**src/rtl/layer_mac_array.sv**
```systemverilog
// Signed MAC array: one shared weight times a LANES-wide activation vector per term, summed over bursts ended by `last`.
// Optional MAC_SATURATE_EN: clamp each lane's sum to the ACC_SIZE bounds and report a per-lane sticky overflow flag.
module layer_mac_array #(
    parameter int LANES           = 5,
    parameter int VECTOR_SIZE     = 8,
    parameter int MULTIPLIER_SIZE = 8,
    parameter int ACC_SIZE        = 24,
    parameter int MUL_LATENCY     = 2
) (
    input  logic                          clk,
    input  logic                          reset,
    input  logic                          in_valid,
    output logic                          in_ready,
    input  logic [LANES*VECTOR_SIZE-1:0]  vector_input,
    input  logic [MULTIPLIER_SIZE-1:0]    multiply_input,
    input  logic                          last,
    input  logic                          clear,
    output logic                          out_valid,
    input  logic                          out_ready,
    output logic [LANES*ACC_SIZE-1:0]     accumulate_out,
    output logic [LANES-1:0]              overflow
);

    localparam int PW = VECTOR_SIZE + MULTIPLIER_SIZE;

    logic                         en;
    logic                         accept;
    logic                         acc_fire;

    logic [LANES*VECTOR_SIZE-1:0] vec_q, vec_d;
    logic [MULTIPLIER_SIZE-1:0]   wgt_q, wgt_d;
    logic                         s0_vld_q, s0_vld_d;
    logic                         s0_last_q, s0_last_d;

    logic [LANES*ACC_SIZE-1:0]    prod_q [MUL_LATENCY];
    logic [LANES*ACC_SIZE-1:0]    prod_d [MUL_LATENCY];
    logic [MUL_LATENCY-1:0]       prod_vld_q, prod_vld_d;
    logic [MUL_LATENCY-1:0]       prod_last_q, prod_last_d;

    logic [LANES*ACC_SIZE-1:0]    acc_q, acc_d;
    logic                         first_q, first_d;
    logic [LANES*ACC_SIZE-1:0]    out_q, out_d;
    logic                         out_vld_q, out_vld_d;

    logic [LANES*ACC_SIZE-1:0]    mul_w;
    logic [LANES*ACC_SIZE-1:0]    sum_w;

    function automatic logic [ACC_SIZE-1:0] mul_ext(
        input logic signed [VECTOR_SIZE-1:0]     a,
        input logic signed [MULTIPLIER_SIZE-1:0] b
    );
        logic signed [PW-1:0] p;
        p = PW'(a) * PW'(b);
        return {{(ACC_SIZE-PW){p[PW-1]}}, p};
    endfunction

`ifdef MAC_SATURATE_EN
    logic [LANES-1:0] lane_ovf;
    logic [LANES-1:0] ovf_run_q, ovf_run_d;
    logic [LANES-1:0] ovf_out_q, ovf_out_d;

    // One extra bit exposes signed overflow: the two top bits disagree.
    function automatic logic [ACC_SIZE-1:0] lane_add(
        input  logic [ACC_SIZE-1:0] a,
        input  logic [ACC_SIZE-1:0] p,
        output logic                ovf
    );
        logic [ACC_SIZE:0] wide;
        wide = {a[ACC_SIZE-1], a} + {p[ACC_SIZE-1], p};
        ovf  = wide[ACC_SIZE] ^ wide[ACC_SIZE-1];
        if (!ovf)
            return wide[ACC_SIZE-1:0];
        else if (wide[ACC_SIZE])
            return {1'b1, {(ACC_SIZE-1){1'b0}}};
        else
            return {1'b0, {(ACC_SIZE-1){1'b1}}};
    endfunction

    always_comb begin
        sum_w    = '0;
        lane_ovf = '0;
        for (int i = 0; i < LANES; i++) begin
            sum_w[i*ACC_SIZE +: ACC_SIZE] = lane_add(
                first_q ? '0 : acc_q[i*ACC_SIZE +: ACC_SIZE],
                prod_q[MUL_LATENCY-1][i*ACC_SIZE +: ACC_SIZE],
                lane_ovf[i]);
        end
    end
`else
    always_comb begin
        sum_w = '0;
        for (int i = 0; i < LANES; i++) begin
            sum_w[i*ACC_SIZE +: ACC_SIZE] =
                (first_q ? '0 : acc_q[i*ACC_SIZE +: ACC_SIZE]) +
                prod_q[MUL_LATENCY-1][i*ACC_SIZE +: ACC_SIZE];
        end
    end
`endif

    always_comb begin
        mul_w = '0;
        for (int i = 0; i < LANES; i++) begin
            mul_w[i*ACC_SIZE +: ACC_SIZE] =
                mul_ext(vec_q[i*VECTOR_SIZE +: VECTOR_SIZE], wgt_q);
        end
    end

    always_comb begin
        en       = !(out_vld_q && !out_ready);
        accept   = in_valid && en && !clear;
        acc_fire = en && prod_vld_q[MUL_LATENCY-1] && !clear;

        vec_d       = vec_q;
        wgt_d       = wgt_q;
        s0_vld_d    = s0_vld_q;
        s0_last_d   = s0_last_q;
        for (int s = 0; s < MUL_LATENCY; s++)
            prod_d[s] = prod_q[s];
        prod_vld_d  = prod_vld_q;
        prod_last_d = prod_last_q;
        acc_d       = acc_q;
        first_d     = first_q;
        out_d       = out_q;
        out_vld_d   = out_vld_q && !out_ready;

        if (en) begin
            s0_vld_d = accept;
            if (accept) begin
                vec_d     = vector_input;
                wgt_d     = multiply_input;
                s0_last_d = last;
            end
            prod_d[0]      = mul_w;
            prod_vld_d[0]  = s0_vld_q;
            prod_last_d[0] = s0_last_q;
            for (int s = 1; s < MUL_LATENCY; s++) begin
                prod_d[s]      = prod_q[s-1];
                prod_vld_d[s]  = prod_vld_q[s-1];
                prod_last_d[s] = prod_last_q[s-1];
            end
        end

        if (acc_fire) begin
            acc_d   = sum_w;
            first_d = prod_last_q[MUL_LATENCY-1];
            if (prod_last_q[MUL_LATENCY-1]) begin
                out_d     = sum_w;
                out_vld_d = 1'b1;
            end
        end

        // Flush pipeline and running sums; the held result is left alone.
        if (clear) begin
            s0_vld_d   = 1'b0;
            prod_vld_d = '0;
            acc_d      = '0;
            first_d    = 1'b1;
        end
    end

    always_ff @(posedge clk or negedge reset) begin
        if (!reset) begin
            vec_q       <= '0;
            wgt_q       <= '0;
            s0_vld_q    <= 1'b0;
            s0_last_q   <= 1'b0;
            for (int s = 0; s < MUL_LATENCY; s++)
                prod_q[s] <= '0;
            prod_vld_q  <= '0;
            prod_last_q <= '0;
            acc_q       <= '0;
            first_q     <= 1'b1;
            out_q       <= '0;
            out_vld_q   <= 1'b0;
        end else begin
            vec_q       <= vec_d;
            wgt_q       <= wgt_d;
            s0_vld_q    <= s0_vld_d;
            s0_last_q   <= s0_last_d;
            for (int s = 0; s < MUL_LATENCY; s++)
                prod_q[s] <= prod_d[s];
            prod_vld_q  <= prod_vld_d;
            prod_last_q <= prod_last_d;
            acc_q       <= acc_d;
            first_q     <= first_d;
            out_q       <= out_d;
            out_vld_q   <= out_vld_d;
        end
    end

`ifdef MAC_SATURATE_EN
    always_comb begin
        ovf_run_d = ovf_run_q;
        ovf_out_d = ovf_out_q;
        if (acc_fire) begin
            ovf_run_d = (first_q ? '0 : ovf_run_q) | lane_ovf;
            if (prod_last_q[MUL_LATENCY-1])
                ovf_out_d = ovf_run_d;
        end
        if (clear)
            ovf_run_d = '0;
    end

    always_ff @(posedge clk or negedge reset) begin
        if (!reset) begin
            ovf_run_q <= '0;
            ovf_out_q <= '0;
        end else begin
            ovf_run_q <= ovf_run_d;
            ovf_out_q <= ovf_out_d;
        end
    end

    assign overflow = ovf_out_q;
`else
    assign overflow = '0;
`endif

    assign in_ready       = en;
    assign out_valid      = out_vld_q;
    assign accumulate_out = out_q;

endmodule

```
**config.mk**
```make
export PLATFORM = sky130hd
export DESIGN_NAME = layer_mac_array
export DESIGN_NICKNAME = d
export VERILOG_FILES = /design/src/rtl/layer_mac_array.sv
export SDC_FILE = /design/constraint.sdc
export NUM_CORES = 2
export LEC_CHECK = 0
export ABC_CLOCK_PERIOD_IN_PS = 8900
export CAP_MARGIN = 20
export CORE_ASPECT_RATIO = 0.8
export CORE_MARGIN = 4
export CORE_UTILIZATION = 45
export CTS_CLUSTER_SIZE = 25
export DETAILED_ROUTE_END_ITERATION = 10
export DONT_BUFFER_PORTS = 1
export GPL_ROUTABILITY_DRIVEN = 0
export PLACE_DENSITY = 0.59
export SLEW_MARGIN = 20
export SYNTH_ARGS = -nofsm -noshare
export SYNTH_HDL_FRONTEND = slang
export SYNTH_SLANG_ARGS = --single-unit
```
**constraint.sdc**
```tcl
create_clock -name clk -period 8.9 [get_ports clk]
set_clock_uncertainty 0.15 [all_clocks]
set_input_delay 1.335 -clock clk [delete_from_list [all_inputs] [get_ports clk]]
set_output_delay 1.335 -clock clk [all_outputs]
set_load 0.005 [all_outputs]
```
== Yosys cells after proc, flatten, opt, wreduce, memory -nomap -nowiden ==
Cells that the tools add are included.
Storage, ports and cells
  register bits after elaboration: 520
  input bits: 54
  output and inout bits: 127
  word-level logic and storage cells: 50
Cells by class
  add/sub/neg operators: 5
  $mul: 5
  eq/ne operators: 1
  multiplexer cells: 15
  bitwise gates (word level): 1
  reductions and logical operators: 11
Operator list (number)
  120-bit 2-to-1 mux: 2
  24-bit adder: 5
  24-bit 2-to-1 mux: 5
  8-bit by 8-bit multiplier with 16-bit output: 5
  1-bit 2-to-1 mux: 6
  1-bit logical AND: 5
  2-bit 2-to-1 mux: 2
  2-bit AND reduction: 2
  1-bit zero test: 3
  2-bit != test, second input constant: 1
  2-bit nonzero test: 1
  1-bit NOT: 1

== Depth between registers and ports, before layout ==
  word-level depth: 7
  depth in mapped cells: 20
  mapped depth without buffers: 19

== Least setup slack after synthesis ==
Ideal clock, no wire load.
  path type: reg-to-reg
  start: register wgt_q[7]
  end: register prod_q[143] (netlist bit)
  library setup time: 0.133 ns
  data arrival time: 4.383 ns
  required time: 8.617 ns
  path slack: 4.234 ns
  stages on the path, launching flop included: 18
  buffers on the path: 1
  period minus slack after synthesis: 4.666 ns
  cell sequence: dfrtp_1 -> clkbuf_1 -> nand2b_1 -> fa_1 -> fa_1 -> inv_1 -> fa_1 -> inv_1 -> fa_1 -> inv_1 -> ha_1 -> nand2_1 -> a2bb2oi_1 -> a21oi_1 -> a41o_1 -> o41ai_1 -> xnor2_1 -> o21ai_0
On the way
  longest elaborated chain between the ends: 1
Ends and longest elaborated chain
  from (decl): line 31  | logic [MULTIPLIER_SIZE-1:0] wgt_q, wgt_d;
  from (signal assigned): line 177  | wgt_q <= wgt_d;
  8-bit by 8-bit multiplier with 16-bit output: line 53  | p = PW'(a) * PW'(b);
  to (signal, indexed assignment): line 181  | prod_q[s] <= prod_d[s];
  to (decl): line 35  | logic [LANES*ACC_SIZE-1:0] prod_q [MUL_LATENCY];
Every way passes these cells.
A chain may end at the register's enable or synchronous reset.

== Final worst setup path ==
  start: register wgt_q[6]
  end: register prod_q[231] (netlist name)
On the way
  longest elaborated chain between the ends: 1
Ends and longest elaborated chain (line)
  8-bit by 8-bit multiplier with 16-bit output: 53
Every way passes these cells.

==> out/summary.txt <==
status: finished, violations left
violated checks: slew limit
clock root buffer master: clkbuf_16
Cell Int Power: 8.87 mW
Comb power frac: 0.639
Post-synth EDFFs: 0
NetSw: 7.39 mW
Antenna Nets Post-Route: 0
main flop type after synthesis: dfrtp_1
core area: 79,000 um^2
clock-pin slew on the worst setup and hold paths: 0.06 ns
minimum clock period after layout: 5.31 ns
Fillers: 7,495
Max-Cap Viols: 0
CTS Hold Bufs: 0
relative slew slack: -0.0935
die width: 324 um
crit-path max FO: 24
Worst Max-Slew Pin Slew: 1.64 ns
CTS Sinks: 456
Hold Fails Final Rpt: 0
largest net degree at the start of global routing: 457
Area growth syn-to-layout: 7.69%
CTS tree: yes
initial antenna violation count: 11
pre-CTS setup slack: 3.55 ns
Initial Utilization: 0.456
Yosys reg bits: 456
H-tree levels: 2
Worst EP required: 9.23 ns
FMAX: 188 MHz
period utilization: 0.597
die area: 84,600 um^2
PwrDens: 420 nW/um^2
# port buffers: 0
Post-synth ARST share: 1.00
sw frac: 0.455
Unique masters post-synth: 87
CP Class: reg -> reg
Leak: 18.9 nW
clock latency on the worst-skew pair: 0.62 ns
vias per std cell: 5.30
RSZ-0062 raised after global routing: false
Clock power frac: 0.145
cell area after synthesis: 36,000 um^2
Routed WL per cell: 17.8 um
Seq pwr share: 0.217
drt pass-1 iters: 5
Final Max Tran Viols: 153
CTS max path bufs: 3
# rows: 92
post-synth top area cell: dfrtp_1
fraction of layout cells with a size suffix above 1: 0.0645
# resized after CTS: 0
VDD IR-drop max: 0.350 mV
first-pass GRT wire length: 141 mm
Setup TNS: 0 ns
vias in the first global route: 24,800
via count: 25,600
top post-synthesis cells by area: dfrtp_1 (32%), fa_1 (16%), ha_1 (9.0%), nand2_1 (6.9%), inv_1 (4.6%)
setup violators final: 0
Avg Inst Size Synth: 9.36 um^2
setup ws final: 3.59 ns
GR Util All Layers: 0.207
drt total wl: 86.0 mm
cell count after synthesis: 3,843
Worst Path Arrival: 5.64 ns
Final #Nets: 4,354
YS warnings: 0
Yosys top cell area share: 0.317
Starting DRT DRC Count: 1,776
DR DRC count: 0
grt total ovfl: 0
# Post-CTS Setup Buffers: 0
CP Capture Type: flip-flop
TritonCTS Buffers: 53
I/O pin count: 181
startpoint class of the critical path: flip-flop
Hold Path Class: in -> async
Die Y: 261 um
post-DP HPWL: 61.9 mm
Seq/Total Area, Yosys: 0.317
==> logic make-up (layout without fill, tap and decap cells) <==
group,count (synthesis),count (layout),synth area share
XOR/XNOR,147,147,0.0358
buffers and inverters,606,560,0.0642
multiplexers,104,104,0.0323
flip-flops,456,456,0.317
AO/OA/AOI/OAI,634,634,0.124
other,1,10,0.000104
adder cells (fa/ha/maj),540,540,0.246
AND/OR/NAND/NOR,1355,1355,0.180
==> cell usage after synthesis, types with 5 or more instances <==
library cell    n
nor3_1         26
nor2_1        124
ha_1          260
o21ai_0       105
mux2i_1         8
nand2_1       658
a22o_1         98
or2_2           5
a2111oi_0       7
o22ai_1         6
nor3b_1        14
o21bai_1       17
nor4b_1         5
buf_1          16
o21a_1         38
buf_2          11
fa_1          280
xnor2_1       110
dfrtp_1       455
xor2_1         37
o31ai_1        31
nand3b_1        6
nor2b_1       165
a21o_1         52
o211a_1         5
a21boi_0        7
clkbuf_1      130
and2_1        226
or3_1           7
nand2b_1       19
a211oi_1       31
a31oi_1        16
mux2_2         96
nand4_1        16
inv_1         442
and3_1         21
a211o_1         8
buf_4           5
o211ai_1       18
nand3_1        49
a21oi_1       132
==> state kept, by name, indices dropped and copies added (netlist names), 2 cells and up <==
| signal | count |
|---|---|
| wgt_q | 8 |
| vec_q | 40 |
| prod_vld_q | 2 |
| acc_q | 120 |
| prod_q | 160 |
| accumulate_out | 120 |
| prod_last_q | 2 |
==> cell type report <==
cell class | instances | area, um^2 | area share
clock buffer | 64 | 1440 | 0.0371
inverter | 443 | 1670 | 0.0431
clock inverter | 32 | 439 | 0.0113
sequential | 456 | 11400 | 0.295
timing repair buffer | 21 | 170 | 0.00439
antenna | 5 | 12.5 | 0.000323
tap | 1034 | 1290 | 0.0334
multi-input combinational | 2785 | 22300 | 0.576
==> cells in the final DEF (no fill, tap or decap), drive strengths merged, types with 17 or more instances in the layout <==
master,n
o31ai,31
nor2b,165
nand3,49
fa,280
o21ai,105
ha,260
o211ai,19
buf,21
nand2,658
xnor2,110
a21o,52
and2,226
and3,21
clkbuf,64
o21a,38
xor2,37
mux2,96
a22o,99
nor3,27
nor2,124
a211oi,33
dfrtp,455
nand2b,19
inv,445
o21bai,17
a21oi,133
==> metrics by stage <==
stage | util | instance area (um^2) | power, mW | cells | hold WS (ns)
6_report | 0.491 | 38700 | 16.3 | 4840 | 0.261
5_1_grt | 0.490 | 38700 | 18.1 | 4835 | 0.229
4_1_cts | 0.490 | 38700 | 16.4 | 4835 | 0.228
3_5_place_dp | 0.467 | 36800 | 13.9 | 4739 | 0.303
3_3_place_gp | 0.467 | 36800 | 13.7 | 4739 | 0.300
2_1_floorplan | - | 36000 | 11.5 | 3847 | 0.289
==> routing by layer <==
layer / global-route usage / vias up / part of all wire
li1: - / 12500 / -
met3: 0.0475 / 78 / 0.070
met5: 0 / - / 0.00079
met2: 0.263 / 541 / 0.37
met4: 0.0319 / 10 / 0.013
met1: 0.349 / 12500 / 0.55
==> path summary, 6_finish.rpt <==
check	from	end	cells past startpoint	slack, ns
max in group asynchronous	reset	prod_q[201]$_DFFE_PN0N_	0	7.01
min reg2reg	prod_q[125]$_DFFE_PN0N_	prod_q[5]$_DFFE_PN0N_	2	0.31
min	reset	accumulate_out[43]$_DFFE_PN0P_	0	0.26
max reg2reg	wgt_q[6]$_DFFE_PN0P_	prod_q[231]$_DFFE_PN0N_	17	3.59
min in group clk	prod_q[125]$_DFFE_PN0N_	prod_q[5]$_DFFE_PN0N_	2	0.31
max	wgt_q[6]$_DFFE_PN0P_	prod_q[231]$_DFFE_PN0N_	17	3.59
==> power groups by stage <==
stage | sequential, mW | combinational [mW] | clock (mW)
final | 3.52 | 10.4 | 2.35
after global routing | 3.61 | 12.0 | 2.51
after CTS | 3.53 | 10.4 | 2.42
after detailed placement | 3.56 | 10.3 | 0
after global placement | 3.55 | 10.2 | 0
after floorplan | 3.23 | 8.24 | 0
==> worst max-delay path: stages, from the launching register on <==
cell      delay (ns)
dfrtp_1         0.75
buf_4           0.38
nand2_1         0.12
fa_1            0.50
fa_1            0.49
inv_1           0.05
fa_1            0.47
inv_1           0.05
fa_1            0.48
inv_1           0.04
ha_1            0.31
nand2_1         0.08
o21ai_0         0.16
o311ai_0        0.35
nand3_1         0.17
o41ai_1         0.37
xnor2_1         0.16
o21ai_0         0.10
(Power assumes the default switching activity.)
